===== src/rtl/alarm_pkg.sv =====
// Shared types and constants for the alarm system's sensor and sound stages.
package alarm_pkg;
  typedef enum logic [2:0] {IDLE, TRIG, WAIT_RISE, MEASURE, HOLDOFF} state_t;
  localparam int DIST_W = 8;
  localparam logic [DIST_W-1:0] DIST_MAX = 8'd255;
endpackage


===== src/rtl/sync_2ff.sv =====
// Generic two-flop synchroniser for asynchronous inputs; 2-cycle latency, reset clears both stages.
module sync_2ff #(
  parameter int W = 1
) (
  input  logic         clk,
  input  logic         rst,
  input  logic [W-1:0] d,
  output logic [W-1:0] q
);
  logic [W-1:0] meta;

  always_ff @(posedge clk) begin
    if (!rst) begin
      meta <= '0;
      q    <= '0;
    end else begin
      meta <= d;
      q    <= meta;
    end
  end
endmodule


===== src/rtl/ultrasonic_ranger.sv =====
// HC-SR04 ranger: periodic trigger, echo-width timing, whole-cm result saturating at 255.
// Echo fall to Valid is 3 cycles; a missing or stuck echo reports 255 with Timeout.
module ultrasonic_ranger
  import alarm_pkg::*;
#(
  parameter int TRIG_CYCLES    = 500,
  parameter int CYCLES_PER_CM  = 2900,
  parameter int TIMEOUT_CYCLES = 1500000,
  parameter int PERIOD_CYCLES  = 3000000
) (
  input  logic              CLK,
  input  logic              RST,
  input  logic              EN,
  input  logic              ECHO,
  output logic              SENSOR_TRIG,
  output logic [DIST_W-1:0] Distance,
  output logic              Valid,
  output logic              Timeout,
  output logic              Busy
);
  localparam int PER_W = $clog2(PERIOD_CYCLES);
  localparam int TO_W  = $clog2(TIMEOUT_CYCLES);
  localparam int SUB_W = $clog2(CYCLES_PER_CM);

  localparam logic [PER_W-1:0] TRIG_LAST = PER_W'(TRIG_CYCLES - 1);
  localparam logic [PER_W-1:0] PER_LAST  = PER_W'(PERIOD_CYCLES - 1);
  localparam logic [TO_W-1:0]  TO_LAST   = TO_W'(TIMEOUT_CYCLES - 1);
  localparam logic [SUB_W-1:0] SUB_LAST  = SUB_W'(CYCLES_PER_CM - 1);

  state_t            state;
  logic [PER_W-1:0]  period_cnt;
  logic [TO_W-1:0]   to_cnt;
  logic [SUB_W-1:0]  sub;
  logic [DIST_W-1:0] cm;
  logic              echo_s;
  logic              echo_d;
  logic              rise;
  logic              fall;

  sync_2ff #(.W(1)) u_echo_sync (
    .clk (CLK),
    .rst (RST),
    .d   (ECHO),
    .q   (echo_s)
  );

  assign rise = echo_s & ~echo_d;
  assign fall = ~echo_s & echo_d;

  always_ff @(posedge CLK) begin
    if (!RST) begin
      state       <= IDLE;
      period_cnt  <= '0;
      to_cnt      <= '0;
      sub         <= '0;
      cm          <= '0;
      echo_d      <= 1'b0;
      SENSOR_TRIG <= 1'b0;
      Distance    <= DIST_MAX;
      Valid       <= 1'b0;
      Timeout     <= 1'b0;
      Busy        <= 1'b0;
    end else begin
      echo_d  <= echo_s;
      Valid   <= 1'b0;
      Timeout <= 1'b0;
      // Period counter spans the whole measurement so trigger spacing is fixed.
      if (state != IDLE) period_cnt <= period_cnt + PER_W'(1);

      case (state)
        IDLE: begin
          if (EN) begin
            state       <= TRIG;
            SENSOR_TRIG <= 1'b1;
            Busy        <= 1'b1;
            period_cnt  <= '0;
          end
        end
        TRIG: begin
          if (period_cnt == TRIG_LAST) begin
            state       <= WAIT_RISE;
            SENSOR_TRIG <= 1'b0;
            to_cnt      <= '0;
          end
        end
        WAIT_RISE: begin
          to_cnt <= to_cnt + TO_W'(1);
          if (rise) begin
            state <= MEASURE;
            sub   <= '0;
            cm    <= '0;
          end else if (to_cnt == TO_LAST) begin
            state    <= HOLDOFF;
            Distance <= DIST_MAX;
            Valid    <= 1'b1;
            Timeout  <= 1'b1;
          end
        end
        MEASURE: begin
          to_cnt <= to_cnt + TO_W'(1);
          // A fall landing on the timeout cycle still reports the measured value.
          if (fall) begin
            state    <= HOLDOFF;
            Distance <= cm;
            Valid    <= 1'b1;
          end else if (to_cnt == TO_LAST) begin
            state    <= HOLDOFF;
            Distance <= DIST_MAX;
            Valid    <= 1'b1;
            Timeout  <= 1'b1;
          end else if (echo_s) begin
            if (sub == SUB_LAST) begin
              sub <= '0;
              if (cm != DIST_MAX) cm <= cm + DIST_W'(1);
            end else begin
              sub <= sub + SUB_W'(1);
            end
          end
        end
        HOLDOFF: begin
          if (period_cnt >= PER_LAST) begin
            period_cnt <= '0;
            if (EN) begin
              state       <= TRIG;
              SENSOR_TRIG <= 1'b1;
            end else begin
              state <= IDLE;
              Busy  <= 1'b0;
            end
          end
        end
        default: begin
          state       <= IDLE;
          SENSOR_TRIG <= 1'b0;
          Busy        <= 1'b0;
        end
      endcase
    end
  end
endmodule


===== config.mk =====
export PLATFORM = sky130hd
export DESIGN_NAME = ultrasonic_ranger
export DESIGN_NICKNAME = d
export VERILOG_FILES = /design/src/rtl/alarm_pkg.sv /design/src/rtl/sync_2ff.sv /design/src/rtl/ultrasonic_ranger.sv
export SDC_FILE = /design/constraint.sdc
export NUM_CORES = 1
export LEC_CHECK = 0
export CORE_ASPECT_RATIO = 0.7
export CORE_MARGIN = 4
export CORE_UTILIZATION = 54
export CTS_CLUSTER_DIAMETER = 50
export CTS_CLUSTER_SIZE = 24
export DETAILED_ROUTE_END_ITERATION = 12
export PLACE_DENSITY_LB_ADDON = 0.1
export SYNTH_ARGS = -nofsm -noshare
export SYNTH_HDL_FRONTEND = slang
export SYNTH_SLANG_ARGS = --single-unit

===== constraint.sdc =====
create_clock -name CLK -period 2.4 [get_ports CLK]
set_input_delay 0.48 -clock CLK [delete_from_list [all_inputs] [get_ports CLK]]
set_output_delay 0.48 -clock CLK [all_outputs]
set_load 0.05 [all_outputs]

==> metrics.md <==
| Metric | Value |
|---|---|
| Post-Route M1 WL | `5410 um` |
| Nets | `568` |
| Minimum clock period | `2280 ps` |
| Register area share after synthesis | `38.1%` |
| Seq cells post-synth | `81` |
| Synth top area share | `38.1%` |
| Clk Latency, worst-skew pair | `340 ps` |
| CP startpoint kind | `register` |
| Max incr delay on CP | `570 ps` |
| Core Footprint | `0.00748 mm2` |
| Tcrit/Tclk final | `95.1%` |
| Yosys cell types | `68` |
| Fill cell count | `639` |
| # diodes | `0` |
| Number of enable flip-flop cells after synthesis | `0` |
| DRC | `0` |
| Rows | `26` |
| Vias after detailed routing | `4219` |
| Num ports | `16` |
| PwrDens | `776 mW/mm2` |
| Worst path top cell family by delay | `simple AND/OR/NAND/NOR gates` |
| Mapped Avg Cell Area | `8.09 um2` |
| Mapped cell area | `0.00426 mm2` |
| LEAKAGE | `1.66 nW` |
| DRT iter0 DRCs | `418` |
| IO buf count | `15` |
| Worst-path cell chain | `or4b_1 -> o32ai_2 -> nand2_2 -> or4_1 -> a21oi_1` |
| Synth Area in Compound Gates | `22.1%` |
| Total track usage | `24.7%` |
| Final wirelength | `11300 um` |
| Final setup violation count | `0` |
| Post-synth top flop | `dfxtp_1` |
| Initial antenna violation count | `0` |
| Crit Path Class | `reg -> reg` |
| Crit Path Max Fanout | `6` |
| Critical Path Slowest Stage Cell | `or4b_1` |
| Synth Instances | `526` |
| WHS | `459 ps` |
| Hold Path Class | `reg -> reg` |
| Highest metal used | `met4` |
| CTS tree | `done` |
| Clock root buffer | `clkbuf_16` |
| Max-cap violations | `0` |
| Post-DP HPWL | `7850 um` |
| Clk sink count | `81` |
| Mapped Nets | `534` |
| Fmax | `438 MHz` |
| Largest net degree at the start of global routing | `39` |
| H-tree Lvls | `3` |
| Post-Synth Simple-Gate Area | `30.9%` |
| GR Overflow Total | `0` |
| Worst EP arrival | `2550 ps` |
| Setup crit end kind | `register` |
| Met3 WL | `743 um` |
| Status | `finished clean` |
| Routed WL per cell | `17.0 um` |
| Relative slew slack | `47.3%` |
| Worst-Margin Slew | `790 ps` |
| CTS Buf Count | `9` |
| Fraction of layout cells with a size suffix above 1 | `12.2%` |
| Max Slew Vio Count | `0` |
| Final setup TNS | `0 ps` |
| # hold bufs at CTS | `0` |
| Synth async-reset ratio | `0%` |
| Synth Area in Adders | `1.18%` |
| Endpoints failing hold | `0` |
| Reg clk slew, reported paths | `60 ps` |
| Largest family of logic cells by synthesized area | `simple AND/OR/NAND/NOR gates` |
| Pre-antenna DRT Iters | `7` |
| Via density | `6.37` |
| Met2 WL post-DR | `4970 um` |
| Largest cells by area after synthesis | `dfxtp_1 38%, a21oi_1 4.8%, nand2_1 4.5%, o21ai_0 3.3%, or4_1 3.2%` |
| CP required | `2670 ps` |
| Antenna-violating nets left | `0` |
| Die width | `114 um` |
| Skew final | `9.30 ps` |
| Initial Utilization | `56.9%` |
| WP buf/inv | `0` |
| Worst vdd ir | `0.527 mV` |
| Post-Synth XOR/XNOR Area | `2.88%` |
| Mux contribution to synthesized area | `0.470%` |
| Die Y | `82.3 um` |
| P&R area growth vs syn | `19.1%` |
| RSZ-0062 raised after global routing | `false` |
| First-pass GRT wire length | `18600 um` |
| Die Area | `0.00939 mm2` |
| Global placement routability congestion | `0.945` |
| Ys Warns | `0` |
| Vias in the first global route | `3822` |
| Final total power | `3.94 mW` |
| Yosys top cell by area | `dfxtp_1` |
| Clock tree buffer depth | `2` |
final timing paths:
check / start / to / slack, ps / cells past startpoint
setup / recovery: sub[2] / cm[6] / 120 / 5
hold / removal: Distance[5] / Distance[5] / 460 / 1
setup reg to reg: sub[2] / cm[6] / 120 / 5
hold reg to reg: Distance[5] / Distance[5] / 460 / 1
flip-flops by register name, indices dropped and copies added, names as in the netlist:
register          cells
to_cnt               21
Valid                 1
state                 3
period_cnt           22
Timeout               1
echo_d                1
Busy                  1
SENSOR_TRIG           1
cm                    8
u_echo_sync.meta      1
Distance              8
u_echo_sync.q         1
sub                  12
cells in the final DEF (no fill, tap or decap), drive strengths merged, types with 4 or more instances in the layout:
| cell type | netlist | routed |
|---|---|---|
| or3 | 19 | 19 |
| nor2 | 30 | 30 |
| clkbuf | 17 | 10 |
| a21o | 4 | 4 |
| and2 | 10 | 10 |
| xnor2 | 13 | 13 |
| inv | 14 | 14 |
| a31oi | 5 | 5 |
| a21oi | 41 | 41 |
| and3 | 5 | 5 |
| bufinv | 0 | 4 |
| o21ai | 29 | 29 |
| buf | 12 | 36 |
| a211oi | 8 | 8 |
| nand2 | 52 | 53 |
| clkdlybuf4s50 | 0 | 15 |
| or4 | 18 | 18 |
| o22a | 8 | 8 |
| nand4 | 16 | 16 |
| nor3 | 15 | 15 |
| nand3 | 25 | 25 |
| o22ai | 9 | 9 |
| nor4 | 13 | 13 |
| o211ai | 7 | 7 |
| ha | 4 | 4 |
| nand2b | 7 | 7 |
| o31ai | 14 | 14 |
| dfxtp | 81 | 81 |
| nor2b | 4 | 4 |
cells by family (layout without fill, tap and decap cells):
kind of cell | after synthesis | in the layout
and+or+nand+nor | 235 | 236
AOI/OAI and AO/OA | 146 | 146
DFF | 81 | 81
buffers and inverters | 44 | 81
xor gates and xnor gates | 14 | 14
adders and majority gates | 4 | 4
muxes | 2 | 2
power by group:
group	total (mW)	internal, mW	switching, mW
registers	1.44	1.40	0.0482
logic	0.821	0.306	0.515
clock network	1.67	1.12	0.555
synth_stat cells (3+ instances only):
cell type,instances
nand4_1,16
o22a_1,8
and2_1,9
nand3_1,25
a21oi_1,41
o31a_1,3
nand2_1,51
nor2_1,30
nand2b_1,7
o311ai_0,3
or4_1,18
o211ai_1,7
ha_1,4
buf_1,4
nor2b_1,4
dfxtp_1,81
or3_1,18
a21o_1,4
nor4_1,12
buf_2,6
and3_1,4
clkbuf_1,16
o22ai_1,9
a211oi_1,8
o21ai_0,28
a22oi_1,3
nor3_1,13
o31ai_1,14
a31oi_1,5
inv_1,14
xnor2_1,13
per-stage QoR:
| stage | instance area (um2) | setup slack (ps) | cells | util [%] |
|---|---|---|---|---|
| after floorplan | 4260 | 300 | 526 | - |
| after detailed placement | 4690 | 103 | 645 | 62.7 |
| final | 5070 | 118 | 662 | 67.8 |
| after CTS | 5050 | 106 | 660 | 67.5 |
| after global placement | 4690 | 169 | 645 | 62.7 |
| after global routing | 5070 | 3.68 | 662 | 67.8 |
area by class of cell:
| type | instances | area [um2] | share of cell area [%] |
|---|---|---|---|
| Clock buffer | 10 | 229 | 4.51 |
| Clock inverter | 5 | 129 | 2.54 |
| Inverter | 15 | 56.3 | 1.11 |
| Multi-Input combinational cell | 402 | 2480 | 48.9 |
| Sequential cell | 81 | 1620 | 32.0 |
| Tap cell | 98 | 123 | 2.42 |
| Timing Repair Buffer | 51 | 433 | 8.53 |
metal layers:
metal | global-route usage, % | vias up
met5 | 0 | -
met4 | 7.47 | 0
met3 | 5.24 | 14
met2 | 38.7 | 142
met1 | 34.5 | 2007
li1 | - | 2056
repair_timing:
item,CTS,global route
setup endpoints to repair,0,3
gates resized for setup,0,2
buffers inserted,0,1
endpoints found under the hold margin,0,0
Power figures use the tool's default switching activity.
